[src/rtl/wavelet_decomposer_mp.sv]
// Decimated Haar DWT cascade, LEVELS stages, per-level detail strobes.
// Define WAVELET_DECOMP_SAT_EN to clamp details and expose sat_flag.
module wavelet_decomposer_mp #(
  parameter int DIN_W  = 32,
  parameter int DOUT_W = 16,
  parameter int LEVELS = 4,
  parameter int SHIFT  = 16
) (
  input  logic                     clk,
  input  logic                     rst,
  input  logic                     clr,
  input  logic                     in_valid,
  input  logic [DIN_W-1:0]         in_data,
  output logic [LEVELS*DOUT_W-1:0] d_out,
  output logic [LEVELS-1:0]        d_valid,
  output logic [DIN_W-1:0]         a_out,
  output logic                     a_valid
`ifdef WAVELET_DECOMP_SAT_EN
  ,
  output logic [LEVELS-1:0]        sat_flag
`endif
);

  localparam int RW = (DIN_W + 1 > DOUT_W) ? DIN_W + 1 : DOUT_W;

`ifdef WAVELET_DECOMP_SAT_EN
  localparam logic signed [RW-1:0] D_MAX =
    {{(RW-DOUT_W+1){1'b0}}, {(DOUT_W-1){1'b1}}};
  localparam logic signed [RW-1:0] D_MIN = ~D_MAX;
`endif

  logic [LEVELS-1:0]       stb;
  logic [LEVELS*DIN_W-1:0] a_bus;

  for (genvar i = 0; i < LEVELS; i++) begin : g_lvl
    logic                    s_in;
    logic [DIN_W-1:0]        x_in;
    logic                    phase;
    logic [DIN_W-1:0]        x0;
    logic                    stb_q;
    logic [DIN_W-1:0]        a_q;
    logic [DOUT_W-1:0]       d_q;
    logic [DIN_W:0]          sum;
    logic signed [RW-1:0]    raw;
    logic signed [RW-1:0]    d_s;
    logic [DOUT_W-1:0]       d_n;
    logic                    fire;
    logic                    load;

    if (i == 0) begin : g_src
      assign s_in = in_valid;
      assign x_in = in_data;
    end else begin : g_src
      assign s_in = stb[i-1];
      assign x_in = a_bus[(i-1)*DIN_W +: DIN_W];
    end

    assign load = !clr && s_in && !phase;
    assign fire = !clr && s_in && phase;

`ifdef WAVELET_DECOMP_SAT_EN
    logic sat_hit;
    logic sat_q;

    always_comb begin
      sum     = {1'b0, x0} + {1'b0, x_in};
      raw     = $signed(RW'(x0) - RW'(x_in));
      d_s     = raw >>> SHIFT;
      sat_hit = 1'b0;
      d_n     = DOUT_W'(d_s);
      if (d_s > D_MAX) begin
        d_n     = DOUT_W'(D_MAX);
        sat_hit = 1'b1;
      end else if (d_s < D_MIN) begin
        d_n     = DOUT_W'(D_MIN);
        sat_hit = 1'b1;
      end
    end

    always_ff @(posedge clk or negedge rst) begin
      if (!rst) begin
        sat_q <= 1'b0;
      end else if (clr) begin
        sat_q <= 1'b0;
      end else if (fire && sat_hit) begin
        sat_q <= 1'b1;
      end
    end

    assign sat_flag[i] = sat_q;
`else
    always_comb begin
      sum = {1'b0, x0} + {1'b0, x_in};
      raw = $signed(RW'(x0) - RW'(x_in));
      d_s = raw >>> SHIFT;
      d_n = DOUT_W'(d_s);
    end
`endif

    always_ff @(posedge clk or negedge rst) begin
      if (!rst) begin
        phase <= 1'b0;
        x0    <= '0;
        stb_q <= 1'b0;
        a_q   <= '0;
        d_q   <= '0;
      end else begin
        unique case (1'b1)
          clr: begin
            phase <= 1'b0;
            stb_q <= 1'b0;
          end
          load: begin
            x0    <= x_in;
            phase <= 1'b1;
            stb_q <= 1'b0;
          end
          fire: begin
            a_q   <= DIN_W'(sum >> 1);
            d_q   <= d_n;
            phase <= 1'b0;
            stb_q <= 1'b1;
          end
          default: begin
            stb_q <= 1'b0;
          end
        endcase
      end
    end

    assign stb[i]                      = stb_q;
    assign a_bus[i*DIN_W +: DIN_W]     = a_q;
    assign d_out[i*DOUT_W +: DOUT_W]   = d_q;
  end

  assign d_valid = stb;
  assign a_out   = a_bus[(LEVELS-1)*DIN_W +: DIN_W];
  assign a_valid = stb[LEVELS-1];

endmodule
[config.mk]
export PLATFORM = sky130hd
export DESIGN_NAME = wavelet_decomposer_mp
export DESIGN_NICKNAME = d
export VERILOG_FILES = /design/src/rtl/wavelet_decomposer_mp.sv
export SDC_FILE = /design/constraint.sdc
export NUM_CORES = 1
export LEC_CHECK = 0
export BUFFER_PORTS_ARGS = -buffer_cell sky130_fd_sc_hd__buf_4
export CORE_UTILIZATION = 32
export DETAILED_ROUTE_END_ITERATION = 8
export MAX_ROUTING_LAYER = met4
export SETUP_SLACK_MARGIN = 0.2
export SLEW_MARGIN = 20
export SYNTH_ARGS = -nofsm -noshare
export SYNTH_HDL_FRONTEND = slang
export SYNTH_SLANG_ARGS = --single-unit
[constraint.sdc]
create_clock -name clk -period 6.41 [get_ports clk]
set_clock_uncertainty 0.15 [all_clocks]
set_input_delay 0 -clock clk [delete_from_list [all_inputs] [get_ports clk]]
set_output_delay 0 -clock clk [all_outputs]
set_load 0.1 [all_outputs]
==> impl_metrics.toml, run 1 <==
[status]
status = "complete, no violations"

[place]
io_buffers = 136
place_congestion = 0.887
place_ws_ns = 2.70
hpwl_mm = 39.4

[floorplan]
core_area_um2 = 70400
die_area_um2 = 72700
fp.dieH_um = 270
io_pins = 137
die_width_um = 270
start_util = 0.325
num_rows = 97

[yosys]
yosysTopAreaCell = "dfrtp_1"
synth_area_per_cell_um2 = 8.97
synth_top_family_by_area = "compound AO/OA/AOI/OAI gates"
synth_edf_count = 0
synth_xor_area_frac = 0.0673
synth-adder-area-share = 0.137
syn_nets = 2839
syn_inst = 2555
synth.distinct_cells = 83
synthFlopType = "dfrtp_1"
muxShareOfSynthArea = 0.0657
synth_area_um2 = 22900
ys_seq_area_frac = 0.358
synthArstFlopShare = 1.00
synth_compound_area_frac = 0.185
ys_ff_latch = 328
synthTopCellsByArea = "dfrtp_1 36%, ha_1 13%, mux2_2 6.4%"
yosysTopAreaCellShare = 0.358
yosysWarnings = 0
synthSimpleGateAreaFrac = 0.127

[power_and_ir_drop]
power_mw = 8.84
powerDensity_nw_per_um2 = 333
p_sw_mw = 3.56
sequentialPowerShare = 0.302
clock_power_share = 0.273
ir_drop_uv = 560
combPwrFrac = 0.424
swShare = 0.403
intPower_mw = 5.28
power.leakage_nw = 12.6

[timing]
setup_ws_ns = 2.71
maxSlewHeadroom = 0.413
rsz0062_at_grt = "false"
layout_min_cycle_time_ns = 3.70
tightestPinTransition_ns = 0.880
maxSlewViolCount = 0
hold_viol = 0
tns_ns = 0
fin_crit_sh = 0.577
max_freq_ghz = 0.270
setup_viol = 0

[clock_network]
cts_setup_buffers = 0
hold_buffers = 38
cts.sinks = 328
cts_tree = "yes"
h-tree-depth = 2
clock_latency_ns = 0.56
cts_buffer_depth = 3
cts_resized = 0
numCtsBuffers = 38
clk_pin_slew_worst_paths_ns = 0.06
clockRootBuffer = "clkbuf_16"

[critical_path]
path_max_fanout = 5
cp-end-kind = "register"
startpoint_type = "register"
required_ns = 6.69
cpPeakStageDelay_ns = 0.43
reg2regPathDepth = 12
r2r_setup_slack_ns = 2.71
critPathTopFamily = "compound AO/OA/AOI/OAI gates"
cp_slowest_cell = "a2111oi_0"
crit_arrival_ns = 3.98
cp_num_buf_inv = 0
criticalPathCategory = "reg -> reg"
worstReg2RegEnd = "g_lvl[1].a_q[31]"
r2r-start = "g_lvl[0].a_q[0]"
worst_path_most_repeated_cell = "a2111oi_0"
crit_chain = "and2_1 > fa_1 > nor2b_1 > o211ai_1 > o2111ai_1 > o211ai_2 > a311oi_2 > a2111oi_0 > or2_1 > o31ai_2 > a2111oi_0 > nor3_1"

[hold_path]
hp-start = "in_data[10]"
whs_path_depth = 3
holdPathEnd = "g_lvl[0].x0[10]"
min_path_type = "in -> reg"

[detailed_routing]
vias_per_cell = 4.83
avgRoutedWirePerCell_um = 14.4
routed_wl_mm = 52.1
drc = 0
detail-route-antenna-nets = 0
num_vias = 17556
first_pass_iters = 6
drt_iter0_drc = 892

[finish]
antennaDiodeCount = 0
final_common_cell = "dfrtp_1"
area_growth_pct = 15.9
nets = 2948
final_cell_mix = "328 x dfrtp_1, 244 x ha_1, 240 x nand2_1"
layout-drive-gt1-share = 0.141

[grt]
grt_pass1_vias = 17066
antenna_found_initial = 0
grt_max_degree = 134
overflow = 0
grt_pass1_wl_mm = 87.3
track_usage = 0.147

[flow_run]
cap_violations = 0
final cells by class:
| cell class | count | area, um2 |
|---|---|---|
| multi-input combinational | 1873 | 13400 |
| fill | 7244 | 43800 |
| inverter | 237 | 890 |
| clock buffer | 50 | 1080 |
| clock inverter | 19 | 308 |
| timing repair buffer | 186 | 1530 |
| tap | 940 | 1180 |
| sequential | 328 | 8210 |
cell usage after synthesis (21+ instances only):
cell,n
mux2_2,131
ha_1,244
o21ai_0,230
nand2b_1,28
nand2_1,240
a21oi_1,187
dfrtp_1,328
a31oi_1,21
nor2_1,161
nand3_1,22
nor3_1,45
inv_1,231
xnor2_1,151
clkbuf_1,106
a21o_1,35
nor2b_1,24
xor2_1,25
o31ai_1,22
o21bai_1,49
per-stage QoR:
stage | std cells | area, um2 | util | hold slack, ns
2_1_floorplan | 2555 | 22900 | - | -0.446
4_1_cts | 3633 | 26600 | 0.377 | 0.0485
5_1_grt | 3633 | 26600 | 0.377 | 0.0847
6_report | 3633 | 26600 | 0.377 | 0.0843
3_3_place_gp | 3526 | 24800 | 0.352 | -0.129
3_5_place_dp | 3526 | 24800 | 0.352 | -0.131
logic make-up (layout without fill, tap and decap cells):
kind of cell	count (synthesis)	after routing
muxes	134	134
buffers and inverters	354	492
adders and majority gates	248	248
and+or+nand+nor	630	630
DFF	328	328
xor gates and xnor gates	176	176
AOI/OAI and AO/OA	685	685
worst reg2reg max path, stage by stage (launching register included):
cell and delay, ns:
dfrtp_1 0.40, and2_1 0.19, fa_1 0.40, nor2b_1 0.17, o211ai_1 0.19, o2111ai_1 0.30
o211ai_2 0.36, a311oi_2 0.18, a2111oi_0 0.40, or2_1 0.21, o31ai_2 0.08, a2111oi_0 0.43
nor3_1 0.11
power by group through the flow:
stage	clock, mW	combinational, mW	sequential, mW
2_1_floorplan	0	2.41	3.14
3_3_place_gp	0	3.71	2.69
3_5_place_dp	0	3.72	2.71
4_1_cts	2.49	3.77	2.68
5_1_grt	2.57	4.15	2.73
6_report	2.42	3.75	2.67
worst max-delay path by stage:
stage / from / endpoint / slack [ns] / cells after the start
6_report: g_lvl[0].a_q[0] / g_lvl[1].a_q[31] / 2.71 / 12
3_5_place_dp: g_lvl[0].a_q[0] / g_lvl[1].a_q[31] / 2.70 / 12
3_3_place_gp: g_lvl[0].a_q[0] / g_lvl[1].a_q[31] / 2.69 / 12
5_1_grt: g_lvl[0].a_q[0] / g_lvl[1].a_q[31] / 2.35 / 12
4_1_cts: g_lvl[0].a_q[0] / g_lvl[1].a_q[31] / 2.68 / 12
2_1_floorplan: g_lvl[2].a_q[0] / a_out[31] / 3.14 / 12
state kept, by name, indices dropped and copies added, names as in the netlist:
register	cells
a_out	32
a_valid	1
g_lvl.a_q	96
g_lvl.d_q	64
g_lvl.phase	4
g_lvl.stb_q	3
g_lvl.x0	128
metal layers:
| metal | up-vias | GRT usage | wire length (um) |
|---|---|---|---|
| met2 | 296 | 0.222 | 22500 |
| li1 | 9043 | - | - |
| met3 | 76 | 0.0206 | 1920 |
| met4 | 0 | 0.0369 | 1010 |
| met5 | - | - | 0 |
| met1 | 8141 | 0.205 | 26700 |
(Power assumes the default switching activity.)
==> inputs of run 2 (changes only) <==
Clock period 6.41 ns to 3.5 ns, I/O delays scaled along.
==> run 2 against run 1 <==
  * Sequential power grew 83%
  * Critical path depth is the same
  * Critical endpoint is now a_out[31]
  * Register-to-register slack lost 2.4 ns
==> impl_metrics.toml, run 2 (same netlist as run 1, synthesis figures left out) <==
[finish]
num-fill-cells = 7144
final_core_util = 0.400
finalInstanceArea_um2 = 28200
final_common_cell = "dfrtp_1"
nets = 3065
layout-drive-gt1-share = 0.215
fin_cells = 3749
final_cell_mix = "327 x dfrtp_1, 259 x buf_4, 239 x nand2_1"
antennaDiodeCount = 0
area_growth_pct = 23.1
largest_register = "g_lvl.x0"
multiInputGateArea_um2 = 14100
largestRegisters = "g_lvl.x0 x128, g_lvl.a_q x96, g_lvl.d_q x64"
regArea_um2 = 8210
largest_reg_flops = 128

[clock_network]
clk_pin_slew_worst_paths_ns = 0.06
numCtsBuffers = 39
clock_latency_ns = 0.57
cts_buffer_depth = 3
clockRootBuffer = "clkbuf_16"
h-tree-depth = 2
cts.sinks = 328
cts_tree = "yes"

[timing]
layout_min_cycle_time_ns = 3.23
maxSlewHeadroom = 0.467
max_freq_ghz = 0.309
fin_crit_sh = 0.924
tns_ns = 0
rsz0062_at_grt = "true"
maxSlewViolCount = 0
tightestPinTransition_ns = 0.799
hold_viol = 0
setup_viol = 0

[power_and_ir_drop]
swShare = 0.408
ir_drop_uv = 750
intPower_mw = 10.0
powerDensity_nw_per_um2 = 602
power.leakage_nw = 13.3
combPwrFrac = 0.460
clock_power_share = 0.252
sequentialPowerShare = 0.288
p_sw_mw = 6.92

[place]
hpwl_mm = 40.9
placed_cell_area_um2 = 25500
placed_cells = 3612
io_buffers = 136
place_congestion = 0.884

[critical_path]
cp-end-kind = "register"
required_ns = 3.81
r2r-start = "g_lvl[3].x0[9]"
criticalPathCategory = "reg -> reg"
cp_slowest_cell = "or4_4"
crit_chain = "ha_4 > nand2b_4 > a221oi_4 > nor4_4 > or4_4 > a311oi_4 > and3_4 > o41ai_2 > buf_4 > o31ai_4 > a2111oi_2 > nor3_1"
cp-startpoint = "g_lvl[3].x0[9]"
startpoint_type = "register"
path_max_fanout = 3
cpPeakStageDelay_ns = 0.52
cp_num_buf_inv = 1
critPathTopFamily = "simple AND/OR/NAND/NOR gates"
crit_arrival_ns = 3.54
r2r_setup_slack_ns = 0.27

[detailed_routing]
avgRoutedWirePerCell_um = 14.6
first_pass_iters = 5
detail-route-antenna-nets = 0
drc = 0
routed_wl_mm = 54.7
vias_per_cell = 4.79
num_vias = 17968
drt_iter0_drc = 744

[floorplan]
core_area_um2 = 70400
num_rows = 97
start_util = 0.325
fp.dieH_um = 270
die_area_um2 = 72700
die_width_um = 270
io_pins = 137

[status]
status = "complete, no violations"

[grt]
grt_pass1_wl_mm = 90.4
track_usage = 0.152
antenna_found_initial = 0
grt_max_degree = 98
grt_pass1_vias = 17707
overflow = 0

[hold_path]
min_path_type = "in -> reg"
hp-start = "in_data[10]"

[flow_run]
cap_violations = 0
==> run 2: path summary, 6_finish.rpt <==
check	to	cells after the start
worst max-delay path	a_out[31]	12
worst min-delay path	g_lvl[0].x0[10]	3
worst max register to register	a_out[31]	12
worst min register to register	a_out[22]	2
max in group asynchronous	g_lvl[0].x0[30]	4
min in group asynchronous	a_out[2]	3
==> run 2: layer usage <==
metal	global-route usage	vias up	wire length (um)
met5	-	-	0
met2	0.231	261	24300
li1	-	9283	-
met3	0.0207	84	1730
met1	0.211	8340	27500
met4	0.0386	0	1090
==> run 2: area by class of cell <==
type / instances / share of cell area
Clock inverter: 16 / 0.00612
Multi-Input combinational cell: 1873 / 0.501
Inverter: 237 / 0.0318
Timing Repair Buffer: 302 / 0.0859
Tap cell: 940 / 0.0417
Clock buffer: 53 / 0.0423
Sequential cell: 328 / 0.291
==> run 2: power groups by stage <==
stage	Sequential, mW	Clock [mW]	Combinational [mW]
detailed placement	4.94	0	7.18
floorplan	5.75	0	4.41
finish	4.88	4.27	7.80
global route	4.98	4.55	8.55
global placement	4.92	0	7.15
CTS	4.88	4.42	7.37
==> run 2: per-stage QoR <==
| step | hold WS, ns | total power [mW] | setup WS, ns |
|---|---|---|---|
| 2_1_floorplan | -0.446 | 10.2 | 0.227 |
| 5_1_grt | 0.0805 | 18.1 | 0.140 |
| 6_report | 0.0800 | 17.0 | 0.267 |
| 4_1_cts | 0.0484 | 16.7 | 0.102 |
| 3_3_place_gp | -0.0651 | 12.1 | -0.0171 |
| 3_5_place_dp | -0.0661 | 12.1 | -0.0236 |
==> run 2: timing repair <==
item,CTS,global route
gates resized for setup,32,112
setup endpoints to repair,27,52
setup buffers,8,23
pin swaps,19,52
hold buffers,37,0
endpoints found under the hold margin,401,0
==> run 2: worst reg2reg max path: stages, from the launching register on <==
cell and delay [ns]:
dfrtp_1 0.42, ha_4 0.24, nand2b_4 0.14, a221oi_4 0.32
nor4_4 0.07, or4_4 0.52, a311oi_4 0.34, and3_4 0.25
o41ai_2 0.06, buf_4 0.15, o31ai_4 0.22, a2111oi_2 0.11
nor3_1 0.15
